==> src/rtl/div_pkg.sv <==
package div_pkg;

  localparam int unsigned DIV_WIDTH = 32;
  localparam int unsigned DIV_CNT_W = $clog2(DIV_WIDTH);

  typedef enum logic [1:0] {
    IDLE = 2'd0,
    ITER = 2'd1,
    FIX  = 2'd2,
    DONE = 2'd3
  } div_state_e;

endpackage

==> src/rtl/div_step.sv <==
module div_step
  import div_pkg::*;
#(
  parameter int unsigned WIDTH = DIV_WIDTH
) (
  input  logic [WIDTH-1:0] rem,
  input  logic [WIDTH-1:0] quo,
  input  logic [WIDTH-1:0] divisor_mag,
  output logic [WIDTH-1:0] next_rem,
  output logic [WIDTH-1:0] next_quo
);

  logic [WIDTH:0]   rem_sh;
  logic [WIDTH+1:0] trial;
  logic             trial_neg;

  // One extra guard bit: with a zero divisor the remainder can reach 2^(WIDTH+1)-1,
  // and every step must still be accepted so the quotient saturates to all ones.
  always_comb begin
    rem_sh    = {rem, quo[WIDTH-1]};
    trial     = {1'b0, rem_sh} - {2'b00, divisor_mag};
    trial_neg = trial[WIDTH+1];
    if (trial_neg) begin
      next_rem = rem_sh[WIDTH-1:0];
      next_quo = {quo[WIDTH-2:0], 1'b0};
    end else begin
      next_rem = WIDTH'(trial);
      next_quo = {quo[WIDTH-2:0], 1'b1};
    end
  end

endmodule

==> src/rtl/exec_div_unit.sv <==
module exec_div_unit
  import div_pkg::*;
#(
  parameter int unsigned WIDTH = DIV_WIDTH
) (
  input  logic             clock,
  input  logic             reset,
  input  logic             start,
  input  logic             is_signed,
  input  logic             flush,
  input  logic [WIDTH-1:0] dividend,
  input  logic [WIDTH-1:0] divisor,
  output logic             busy,
  output logic             has_div_e,
  output logic [WIDTH-1:0] div_hi_e,
  output logic [WIDTH-1:0] div_lo_e
);

  localparam int unsigned     CNT_W    = (WIDTH > 1) ? $clog2(WIDTH) : 1;
  localparam logic [CNT_W-1:0] CNT_LAST = CNT_W'(WIDTH - 1);

  div_state_e       state_q, state_d;
  logic [CNT_W-1:0] count_q, count_d;
  logic [WIDTH-1:0] rem_q, rem_d;
  logic [WIDTH-1:0] quo_q, quo_d;
  logic [WIDTH-1:0] dmag_q, dmag_d;
  logic             neg_quo_q, neg_quo_d;
  logic             neg_rem_q, neg_rem_d;
  logic             div_zero_q, div_zero_d;
  logic [WIDTH-1:0] hi_q, hi_d;
  logic [WIDTH-1:0] lo_q, lo_d;

  logic [WIDTH-1:0] step_rem;
  logic [WIDTH-1:0] step_quo;

  div_step #(
    .WIDTH(WIDTH)
  ) u_step (
    .rem        (rem_q),
    .quo        (quo_q),
    .divisor_mag(dmag_q),
    .next_rem   (step_rem),
    .next_quo   (step_quo)
  );

  always_comb begin
    state_d    = state_q;
    count_d    = count_q;
    rem_d      = rem_q;
    quo_d      = quo_q;
    dmag_d     = dmag_q;
    neg_quo_d  = neg_quo_q;
    neg_rem_d  = neg_rem_q;
    div_zero_d = div_zero_q;
    hi_d       = hi_q;
    lo_d       = lo_q;

    case (state_q)
      IDLE, DONE: begin
        if (start && !flush) begin
          state_d    = ITER;
          count_d    = '0;
          rem_d      = '0;
          quo_d      = (is_signed && dividend[WIDTH-1]) ? (-dividend) : dividend;
          dmag_d     = (is_signed && divisor[WIDTH-1])  ? (-divisor)  : divisor;
          neg_quo_d  = is_signed && (dividend[WIDTH-1] ^ divisor[WIDTH-1]);
          neg_rem_d  = is_signed && dividend[WIDTH-1];
          div_zero_d = (divisor == '0);
        end else begin
          state_d = IDLE;
        end
      end
      ITER: begin
        if (flush) begin
          state_d = IDLE;
        end else begin
          rem_d   = step_rem;
          quo_d   = step_quo;
          count_d = count_q + CNT_W'(1);
          if (count_q == CNT_LAST) begin
            state_d = FIX;
          end
        end
      end
      FIX: begin
        if (flush) begin
          state_d = IDLE;
        end else begin
          lo_d    = (neg_quo_q && !div_zero_q) ? (-quo_q) : quo_q;
          hi_d    = neg_rem_q ? (-rem_q) : rem_q;
          state_d = DONE;
        end
      end
      default: state_d = IDLE;
    endcase
  end

  always_ff @(posedge clock or posedge reset) begin
    if (reset) begin
      state_q    <= IDLE;
      count_q    <= '0;
      rem_q      <= '0;
      quo_q      <= '0;
      dmag_q     <= '0;
      neg_quo_q  <= 1'b0;
      neg_rem_q  <= 1'b0;
      div_zero_q <= 1'b0;
      hi_q       <= '0;
      lo_q       <= '0;
    end else begin
      state_q    <= state_d;
      count_q    <= count_d;
      rem_q      <= rem_d;
      quo_q      <= quo_d;
      dmag_q     <= dmag_d;
      neg_quo_q  <= neg_quo_d;
      neg_rem_q  <= neg_rem_d;
      div_zero_q <= div_zero_d;
      hi_q       <= hi_d;
      lo_q       <= lo_d;
    end
  end

  assign busy      = (state_q == ITER) || (state_q == FIX);
  assign has_div_e = (state_q == DONE);
  assign div_hi_e  = hi_q;
  assign div_lo_e  = lo_q;

endmodule
==> config.mk <==
export PLATFORM = sky130hd
export DESIGN_NAME = exec_div_unit
export DESIGN_NICKNAME = d
export VERILOG_FILES = /design/src/rtl/div_pkg.sv /design/src/rtl/div_step.sv /design/src/rtl/exec_div_unit.sv
export SDC_FILE = /design/constraint.sdc
export NUM_CORES = 1
export LEC_CHECK = 0
export ABC_CLOCK_PERIOD_IN_PS = 8400
export CORE_MARGIN = 5
export CORE_UTILIZATION = 29
export DETAILED_ROUTE_END_ITERATION = 10
export PLACE_DENSITY = 0.52
export SLEW_MARGIN = 20
export SYNTH_ARGS = -nofsm -noshare
export SYNTH_HDL_FRONTEND = slang
export SYNTH_SLANG_ARGS = --single-unit
==> constraint.sdc <==
create_clock -name clock -period 8.4 [get_ports clock]
set_input_delay 2.1 -clock clock [delete_from_list [all_inputs] [get_ports clock]]
set_output_delay 2.1 -clock clock [all_outputs]
set_load 0.005 [all_outputs]
-- After elaboration in Yosys (flattened, before gate mapping)
Index checks and enable logic that the tools add are counted.
W data, S select, Z words.
- mux-type cells: 20
- reductions and logical operators: 15
- equal/unequal tests: 7
- add/subtract/negate cells: 6
- bitwise operators: 2
- operator list (kind ; number):
    $mux W32 ; 9
    $neg A32 Y32 ; 4
    $pmux W32 S2 ; 2
    $sub A33 B32 Y34 ; 1
    $logic_not A32 Y1 ; 1
    $mux W5 ; 2
    $pmux W5 S2 ; 1
    $mux W2 ; 3
    $pmux W2 S3 ; 1
    $add A5 B1 Y5 const B ; 1
    $eq A5 B5 Y1 const B ; 1
    $logic_and A1 B1 Y1 ; 5
    $eq A2 B2 Y1 const B ; 2
    $ne A2 B2 Y1 const B ; 2
    $reduce_and A2 Y1 ; 2
    $ne A3 B3 Y1 const B ; 1
    $reduce_and A3 Y1 ; 1
    $eq A2 B1 Y1 const B ; 1
    $logic_not A1 Y1 ; 2
    $logic_not A2 Y1 ; 1
    $mux W1 ; 2
    $reduce_bool A2 Y1 ; 1
    $reduce_or A2 Y1 ; 1
    $logic_or A1 B1 Y1 ; 1
    2 further kinds ; 2
- bits in registers: 170
- input bits: 69
- output and inout bits: 66
- logic and storage cells: 60

-- Depth between registers and ports, before layout
Gate-level depths: netlist of run 1.
- depth in word-level cells: 4
- mapped depth: 13
- depth with buffers taken out: 13

-- By module
From an unflattened synthesis of run 1, not the netlist that was laid out.
- cells, all modules: 1494
- area, all modules: 12104.1 um^2
- by module, submodules not included (module ; times used ; cells an instance ; area each (um^2)):
    exec_div_unit ; 1 ; 1091 ; 9497.9
    div_step ; 1 ; 403 ; 2606.2

-- Worst setup path after synthesis of run 1
Ideal clock, no wire load.
- path kind: input-to-reg
- start point: input dividend[10]
- end point: register quo_q[29]
- arrival time: 3.940 ns
- path buffers: 0
- stages on the path: 7
- path slack: 4.325 ns
- cell sequence: or4_1 or3_1 nor3_1 nand4_1 o41ai_1 xor2_1 o22ai_1
- longest elaborated chain between the ends: 4
- ends and longest elaborated chain (item ; line ; RTL):
    start, declared ; exec_div_unit.sv:11 ; input logic [WIDTH-1:0] dividend,
    $neg A32 Y32 ; exec_div_unit.sv:64 ; quo_d = (is_signed && dividend[WIDTH-1]) ? (-dividend) : dividend;
    $mux W32 ; exec_div_unit.sv:64 ;
    $mux W32 ; exec_div_unit.sv:60 ; if (start && !flush) begin
    $pmux W32 S2 ; exec_div_unit.sv:58 ; case (state_q)
    end signal, assigned ; exec_div_unit.sv:114 ; quo_q <= quo_d;
    end, declared ; exec_div_unit.sv:25 ; logic [WIDTH-1:0] quo_q, quo_d;
Every way passes these cells. The select of a mux whose other input is x is not followed.
A chain may end at the register's enable or synchronous reset.

-- Worst setup path after layout of run 1
- start point: input divisor[2]
- end point: register dmag_q[28]
- longest elaborated chain between the ends: 2
- ends and longest elaborated chain (item ; line ; RTL):
    start, declared ; exec_div_unit.sv:12 ; input logic [WIDTH-1:0] divisor,
    $neg A32 Y32 ; exec_div_unit.sv:65 ; dmag_d = (is_signed && divisor[WIDTH-1]) ? (-divisor) : divisor;
    $mux W32 ; exec_div_unit.sv:65 ;
    end signal, assigned ; exec_div_unit.sv:115 ; dmag_q <= dmag_d;
    end, declared ; exec_div_unit.sv:26 ; logic [WIDTH-1:0] dmag_q, dmag_d;
Every way passes these cells.

==> flow_summary.yaml, run 1 <==
clock_tree:
  htree_levels: 4
  cts_buffer_depth: 2
  postCtsSetupBuffers: 0
  cts_hold_buf: 0
  clk_pin_slew_ps: 70
  clock_latency_ps: 440
  cts_repair_resize_count: 0
  cts_made_buffers: 17
  cts_sinks: 170
  cts-root-buf: "clkbuf_16"
  cts_tree: "built"
yosys:
  yosysMostFrequentCell: "nand2_1"
  ys_top_cells_by_count: "nand2_1 (179), dfrtp_1 (170), o21ai_0 (139)"
  ys_seq_area_share_pct: 39.0
  yosys.area.top_type_share_pct: 39.0
  synth_edf_count: 0
  ys_seq_elements: 170
  synth.net_count: 1394
  syn_inst: 1283
  synth_top_flop_cell: "dfrtp_1"
  synth_area_per_cell_sq_um: 8.49
  synthTopCellsByArea: "dfrtp_1 (39%), xor2_1 (6.5%), o21ai_0 (6.4%)"
  syn_area_sq_mm: 0.0109
  async_flop_share_pct: 100
  yosys_warnings: 0
  synth_cell_types: 59
  synth_top_area_cell: "dfrtp_1"
min_path:
  holdCritPathClass: "register to register"
outcome:
  status: "completed"
job:
  drv_cap: 0
route:
  drt_iter0_markers: 679
  wl_um: 31100
  detail-route-antenna-nets: 0
  drcViolationCount: 0
  vias: 9265
  via_per_inst: 4.85
  wire_per_inst_um: 16.3
  drt_first_pass_iters: 5
cells_and_area:
  syn_to_final_growth_pct: 22.3
  multi_input_area_sq_mm: 0.00622
  fillers: 3875
  ff_latch_area_sq_mm: 0.00425
  n_antenna_cell: 0
  nets: 1497
  fin_cells: 1910
  drive_above_1_share_pct: 4.36
timing:
  finalMaxSlewViolations: 0
  clock.fmax_ghz: 0.227
  period_share_pct: 52.5
  rsz0062_at_grt: "no"
  tns_ps: 0
  fin_skew_ps: 13.0
  finalSetupViolCount: 0
  finalHoldViolations: 0
  timing.final.crit_period_ps: 4410
  worst_pin_slew_ps: 1090
  slew_headroom_pct: 26.9
  whs_ps: 478
global_routing:
  antenna_found_initial: 0
  grt_max_degree: 129
  grt-ovfl-total: 0
  grt_use_total_pct: 14.7
  grt_pass1_vias: 8722
  grt_pass1_wl_um: 49400
die:
  die_area_sq_mm: 0.0415
  rows: 71
  fp.coreArea_sq_mm: 0.0374
  die_width_um: 204
  die_height_um: 204
  io_pins: 135
  start_util_pct: 29.1
pwr:
  cellPowerDensity_mw_per_mm2: 238
  total_power_mw: 3.17
  ir_worst_vdd_mv: 0.122
  p_leak_nw: 5.58
setup_path:
  worst_setup_path_end_kind: "register"
  critPathRequiredTime_ps: 8690
  ff2ff_setup_slack_ps: 4580
  start_kind: "input port"
  crit_fanout: 5
  critical_path_class: "input port to register"
  worst_path_max_delay_cell: "nor4_1"
  arrival_ps: 4700
  cp_num_buf_inv: 1
  crit_family: "simple AND/OR/NAND/NOR gates"
  max_stage_delay_ps: 600
  worstPathCellList: "clkdlybuf4s50_1 > nor4_1 > nand3_1 > nor3_1 > and3_1 > and2_1 > a21oi_1 > xnor2_1 > o21ai_0"
place:
  dp.cells: 1877
  io_buffers: 134
  hpwl_um: 23200
  finalWeightedCongestion: 0.847
==> per-layer routing <==
layer / GRT usage, % / share of wire (%) / wire [um] / up-vias
met1: 23.5 / 53 / 16600 / 4345
met3: 2.09 / 4.1 / 1270 / 14
met4: 3.28 / 0.96 / 297 / 0
met2: 20.7 / 42 / 12900 / 181
met5: 0 / 0 / 0 / -
li1: - / - / - / 4725
==> registers in the layout, indices dropped and copies added (netlist names) <==
name / flops
count_q: 5
neg_rem_q: 1
div_zero_q: 1
div_lo_e: 32
neg_quo_q: 1
quo_q: 32
state_q: 2
rem_q: 32
div_hi_e: 32
dmag_q: 32
==> through the flow <==
step	worst slack, ps	utilization [%]	cell area (sq um)
after floorplan	1700	-	10900
after global placement	3580	34.0	12700
after detailed placement	3530	34.0	12700
after CTS	4000	35.6	13300
after global routing	3740	35.6	13300
final	3990	35.6	13300
==> layout make-up <==
cell class / count / area share (%)
clock buffer: 18 / 3.30
multi-input combinational: 998 / 46.7
inverter: 57 / 1.64
sequential: 170 / 31.9
timing repair buffer: 142 / 10.6
clock inverter: 14 / 1.01
tap: 511 / 4.80
==> tightest hold or removal path: stages, from the launching register on <==
cell and delay, ps:
dfrtp_1 340, nand2_1 40, o21ai_0 60
==> path summary, 6_finish.rpt <==
kind	start	to	depth (start not counted)
setup reg to reg	rem_q[7]$_DFFE_PP0P_	rem_q[13]$_DFFE_PP0P_	11
min in group asynchronous	reset	div_hi_e[4]$_DFFE_PP0P_	2
max in group asynchronous	reset	count_q[0]$_DFFE_PP0P_	3
hold / removal	dmag_q[15]$_DFFE_PP0P_	dmag_q[15]$_DFFE_PP0P_	2
hold reg to reg	dmag_q[15]$_DFFE_PP0P_	dmag_q[15]$_DFFE_PP0P_	2
setup / recovery	divisor[2]	dmag_q[28]$_DFFE_PP0P_	9
==> cell usage in the layout (no fill, tap or decap), types with 17 or more instances in the layout <==
cell type	instances
nor2_1	83
nor3_1	17
xnor2_1	65
inv_1	56
clkbuf_16	17
clkdlybuf4s50_1	134
o21ai_0	139
ha_1	41
mux2i_1	30
dfrtp_1	170
xor2_1	81
a21oi_1	86
nand2_1	178
o21ai_1	42
nand3_1	24
o31ai_1	22
o22ai_1	23
==> report_power, final <==
group / switching [mW] / internal (mW) / total (mW)
registers: 0.178 / 0.933 / 1.11
clock network: 0.364 / 0.423 / 0.787
logic: 0.712 / 0.563 / 1.28
total: 1.25 / 1.92 / 3.17
==> logic make-up (layout without fill, tap and decap cells) <==
logic type	count (synthesis)	in the layout	share of synthesized area, %
adder cells (fa/ha/maj)	42	42	4.89
AO/OA/AOI/OAI	388	388	20.9
AND/OR/NAND/NOR	391	391	16.5
XOR/XNOR	146	146	11.7
flip-flops	170	170	39.0
buffers and inverters	115	231	4.10
multiplexers	31	31	2.86
(Power assumes the default switching activity.)
==> run 2, diff against run 1 <==
--- a/config.mk
+++ b/config.mk
@@ -5,11 +5,11 @@
 export SDC_FILE = /design/constraint.sdc
 export NUM_CORES = 1
 export LEC_CHECK = 0
-export ABC_CLOCK_PERIOD_IN_PS = 8400
+export ABC_CLOCK_PERIOD_IN_PS = 3900
 export CORE_MARGIN = 5
 export CORE_UTILIZATION = 29
 export DETAILED_ROUTE_END_ITERATION = 10
-export PLACE_DENSITY = 0.52
+export PLACE_DENSITY = 0.54
 export SLEW_MARGIN = 20
 export SYNTH_ARGS = -nofsm -noshare
 export SYNTH_HDL_FRONTEND = slang
==> constraint.sdc (replaced) <==
create_clock -name clock -period 3.9 [get_ports clock]
set_input_delay 0.975 -clock clock [delete_from_list [all_inputs] [get_ports clock]]
set_output_delay 0.975 -clock clock [all_outputs]
set_load 0.005 [all_outputs]
==> run 2 against run 1 <==
  * Clock skew shrank 4.5 ps
  * Cell area increased by 1.1%
  * Die area unchanged
  * Sequential share of layout area shrank 0.34 points
  * Worst setup slack lost 3400 ps
  * Clock power rose by 130%
  * Sequential power increased by 110%
  * Register-to-register slack worse by 4000 ps
  * First-iteration DRC count decreased by 4.3%
  * Critical endpoint is now rem_q[30]$_DFFE_PP0P_
  * Largest power group unchanged
  * Highest routed layer unchanged
==> flow_summary.yaml, run 2 (same netlist as run 1, synthesis figures left out) <==
outcome:
  status: "completed"
setup_path:
  startpoint: "quo_q[31]$_DFFE_PP0P_"
  arrival_ps: 3660
  worst_setup_path_end_kind: "register"
  r2r-start: "quo_q[31]$_DFFE_PP0P_"
  ff2ff_setup_slack_ps: 550
  rr_worst_depth: 13
  start_kind: "register"
  r2r_end: "rem_q[30]$_DFFE_PP0P_"
  crit_fanout: 3
  critical_path_class: "register to register"
  critPathRequiredTime_ps: 4210
global_routing:
  grt-ovfl-total: 0
  grt_max_degree: 83
  antenna_found_initial: 0
  grt_pass1_vias: 8956
  grt_pass1_wl_um: 49500
  grt_use_total_pct: 14.7
clock_tree:
  cts_repair_resize_count: 0
  clk_pin_slew_ps: 70
  cts_made_buffers: 17
  postCtsSetupBuffers: 0
  cts_sinks: 170
  cts-root-buf: "clkbuf_16"
  cts_buffer_depth: 2
  cts_hold_buf: 0
  htree_levels: 4
  cts_tree: "built"
  clock_latency_ps: 440
pwr:
  ir_worst_vdd_mv: 0.254
  p_leak_nw: 5.65
  cellPowerDensity_mw_per_mm2: 518
die:
  io_pins: 135
  rows: 71
  die_area_sq_mm: 0.0415
  die_width_um: 204
  die_height_um: 204
  fp.coreArea_sq_mm: 0.0374
  start_util_pct: 29.1
timing:
  slew_headroom_pct: 39.2
  period_share_pct: 86.0
  finalHoldViolations: 0
  clock.fmax_ghz: 0.298
  finalSetupViolCount: 0
  fin_skew_ps: 8.50
  whs_ps: 478
  worst_pin_slew_ps: 912
  finalMaxSlewViolations: 0
  tns_ps: 0
  timing.final.crit_period_ps: 3350
  rsz0062_at_grt: "no"
cells_and_area:
  fin_cells: 1921
  drive_above_1_share_pct: 4.97
  final_util_pct: 36.0
  layout_commonest_cell: "nand2_1"
  fillers: 3845
  final_cell_mix: "nand2_1 (179), dfrtp_1 (170), o21ai_0 (139)"
  multi_input_area_sq_mm: 0.00622
  ff_latch_area_sq_mm: 0.00425
  nets: 1507
  syn_to_final_growth_pct: 23.6
  design_area_sq_mm: 0.0135
route:
  drt_first_pass_iters: 5
  wl_um: 30600
  detail-route-antenna-nets: 0
  drt_iter0_markers: 650
  wire_per_inst_um: 15.9
  via_per_inst: 4.84
  vias: 9300
  drcViolationCount: 0
place:
  io_buffers: 134
  hpwl_um: 23400
  finalWeightedCongestion: 0.840
  placed_area_sq_mm: 0.0128
  dp.cells: 1888
min_path:
  holdCritPathClass: "register to register"
  hold_start: "div_hi_e[19]$_DFFE_PP0P_"
  min_path_cells: 2
  hold_path_end: "div_hi_e[19]$_DFFE_PP0P_"
job:
  drv_cap: 0
==> run 2: changes by cell type in the layout (fill, tap and decap cells not counted), moves of 2 or more <==
cell and change:
buf_4 +9, inv_6 -3, buf_12 +2, bufinv_16 +2, clkinv_4 -2, clkinvlp_4 +2
==> run 2: power breakdown <==
part | switching, mW | internal (mW)
Combinational | 1.54 | 1.25
Clock | 0.762 | 1.05
Sequential | 0.366 | 2.01
Total | 2.67 | 4.31
==> run 2: routing by layer <==
metal | global-route usage [%] | routed length (um)
met1 | 23.1 | 16400
met2 | 20.9 | 12500
met3 | 2.02 | 1150
met4 | 3.90 | 500
met5 | 0 | 0
==> run 2: how the worst max path moves through the flow <==
stage	to	cells after the start	slack, ps
floorplan	count_q[0]$_DFFE_PP0P_	1	760
global placement	quo_q[29]$_DFFE_PP0P_	8	230
detailed placement	dmag_q[30]$_DFFE_PP0P_	9	170
CTS	rem_q[18]$_DFFE_PP0P_	11	520
global route	rem_q[30]$_DFFE_PP0P_	13	300
finish	rem_q[30]$_DFFE_PP0P_	13	550
==> run 2: final cells by class <==
class | instances | share of cell area [%]
Timing Repair Buffer | 152 | 11.2
Clock inverter | 12 | 1.21
Inverter | 57 | 1.62
Sequential cell | 170 | 31.6
Antenna cell | 1 | 0.0186
Tap cell | 511 | 4.75
Multi-Input combinational cell | 998 | 46.2
Clock buffer | 20 | 3.39
==> run 2: worst max-delay path, stage by stage (launching register included) <==
cell       delay, ps
dfrtp_1          410
inv_1            130
ha_1             180
inv_1             50
fa_1             400
a21oi_1          210
nor3b_1          110
o211ai_1         310
a21oi_1          180
o2111ai_1        280
a31oi_1          210
mux2i_1          160
a2111oi_0        470
o21ai_1          120
==> run 2: per-stage QoR <==
stage / total power, mW / worst slack (ps)
2_1_floorplan: 4.41 / 756
3_3_place_gp: 5.14 / 234
3_5_place_dp: 5.18 / 174
4_1_cts: 7.02 / 519
5_1_grt: 7.48 / 302
6_report: 6.98 / 545
==> run 3, diff against run 2 <==
--- a/config.mk
+++ b/config.mk
@@ -8,6 +8,7 @@
 export ABC_CLOCK_PERIOD_IN_PS = 3900
 export CORE_MARGIN = 5
 export CORE_UTILIZATION = 29
+export CTS_BUF_LIST = sky130_fd_sc_hd__clkbuf_8
 export DETAILED_ROUTE_END_ITERATION = 10
 export PLACE_DENSITY = 0.54
 export SLEW_MARGIN = 20
==> run 3 against run 2 <==
  * Flip-flop and latch count stayed put
  * Die area unchanged
  * Final cell count did not move
  * Largest cell class unchanged
==> flow_summary.yaml, run 3 (same netlist as run 1, synthesis figures left out) <==
die:
  die_area_sq_mm: 0.0415
  fp.coreArea_sq_mm: 0.0374
  die_height_um: 204
  start_util_pct: 29.1
  io_pins: 135
  rows: 71
  die_width_um: 204
setup_path:
  worst_setup_path_end_kind: "register"
  critical_path_class: "register to register"
  worstPathCellList: "inv_1 > ha_1 > inv_1 > fa_1 > a21oi_1 > nor3b_1 > o211ai_1 > a21oi_1 > o2111ai_1 > a31oi_1 > mux2i_1 > a2111oi_0 > o21ai_1"
  crit_family: "compound AO/OA/AOI/OAI gates"
  ff2ff_setup_slack_ps: 490
  arrival_ps: 3760
  r2r-start: "quo_q[31]$_DFFE_PP0P_"
  cp_num_buf_inv: 2
  max_stage_delay_ps: 490
  cp_num_cells: 13
  worstSetupEndpoint: "rem_q[30]$_DFFE_PP0P_"
  critPathRequiredTime_ps: 4250
  rr_worst_depth: 13
  worst_path_max_delay_cell: "a2111oi_0"
  crit_fanout: 3
  startpoint: "quo_q[31]$_DFFE_PP0P_"
  start_kind: "register"
  r2r_end: "rem_q[30]$_DFFE_PP0P_"
route:
  wl_um: 30500
  detail-route-antenna-nets: 0
  vias: 9323
  drcViolationCount: 0
  via_per_inst: 4.85
  wire_per_inst_um: 15.9
  drt_iter0_markers: 648
  drt_first_pass_iters: 5
global_routing:
  grt-ovfl-total: 0
  antenna_found_initial: 0
  grt_pass1_wl_um: 49200
  grt_max_degree: 83
  grt_pass1_vias: 8897
  grt_use_total_pct: 14.6
timing:
  worst_pin_slew_ps: 912
  finalSetupViolCount: 0
  timing.final.crit_period_ps: 3410
  finalMaxSlewViolations: 0
  whs_ps: 485
  slew_headroom_pct: 39.2
  tns_ps: 0
  finalHoldViolations: 0
  period_share_pct: 87.5
  rsz0062_at_grt: "no"
  fin_skew_ps: 15.1
  clock.fmax_ghz: 0.293
clock_tree:
  postCtsSetupBuffers: 0
  cts_sinks: 170
  cts_tree: "built"
  cts_repair_resize_count: 0
  clk_pin_slew_ps: 90
  htree_levels: 4
  cts_buffer_depth: 2
  cts_made_buffers: 17
  clock_latency_ps: 480
  cts_hold_buf: 0
  cts-root-buf: "clkbuf_8"
pwr:
  cellPowerDensity_mw_per_mm2: 493
  total_power_mw: 6.55
  p_leak_nw: 5.57
  ir_worst_vdd_mv: 0.204
min_path:
  holdCritPathClass: "register to register"
cells_and_area:
  fin_cells: 1921
  syn_to_final_growth_pct: 21.8
  final_util_pct: 35.5
  multi_input_area_sq_mm: 0.00622
  fillers: 3866
  layout_commonest_cell: "nand2_1"
  final_cell_mix: "nand2_1 (179), dfrtp_1 (170), o21ai_0 (139)"
  ff_latch_area_sq_mm: 0.00425
  drive_above_1_share_pct: 4.97
  nets: 1507
job:
  drv_cap: 0
outcome:
  status: "completed"
place:
  dp.cells: 1888
  io_buffers: 134
  finalWeightedCongestion: 0.840
  hpwl_um: 23400
-- run 3: changes by cell type in the layout (fill, tap and decap cells not counted) --
| cell | delta |
|---|---|
| clkbuf_1 | -1 |
| clkbuf_16 | -17 |
| clkbuf_8 | +17 |
| inv_1 | +1 |
-- run 3: worst min-delay path by stage --
stage / depth (start not counted) / to / from
2_1_floorplan: 2 / count_q[4]$_DFFE_PP0P_ / count_q[4]$_DFFE_PP0P_
3_3_place_gp: 2 / count_q[4]$_DFFE_PP0P_ / count_q[4]$_DFFE_PP0P_
3_5_place_dp: 2 / dmag_q[30]$_DFFE_PP0P_ / dmag_q[30]$_DFFE_PP0P_
4_1_cts: 2 / dmag_q[30]$_DFFE_PP0P_ / dmag_q[30]$_DFFE_PP0P_
5_1_grt: 2 / div_hi_e[21]$_DFFE_PP0P_ / div_hi_e[21]$_DFFE_PP0P_
6_report: 2 / div_hi_e[19]$_DFFE_PP0P_ / div_hi_e[19]$_DFFE_PP0P_
-- run 3: area by class of cell --
cell class	instances	area share (%)
Tap cell	511	4.82
Timing Repair Buffer	152	11.4
Multi-Input combinational cell	998	46.8
Antenna cell	1	0.0189
Clock inverter	13	1.25
Clock buffer	19	1.97
Inverter	57	1.64
Sequential cell	170	32.1
-- run 3: where the power goes --
part,internal (mW),switching (mW)
combinational,1.25,1.54
clock,0.675,0.712
sequential,2.01,0.367
-- run 3: stage by stage --
stage          setup WS [ps]  cell area (sq um)
2_1_floorplan            756              10900
3_3_place_gp             234              12800
3_5_place_dp             174              12800
4_1_cts                  516              13300
5_1_grt                  298              13300
6_report                 488              13300
-- run 3: worst reg2reg max path, delay by kind of cell (launching register included) --
family / cells / cell delay, ps
buffers and inverters: 2 / 180
AND/OR/NAND/NOR: 1 / 350
multiplexers: 1 / 140
flip-flops: 1 / 400
AO/OA/AOI/OAI: 7 / 1820
adder cells (fa/ha/maj): 2 / 420
-- run 3: layer usage --
layer | part of all wire [%] | global-route usage (%)
met5 | 0 | 0
met4 | 1.4 | 3.59
met3 | 3.9 | 1.92
met2 | 41 | 20.8
met1 | 54 | 23.0
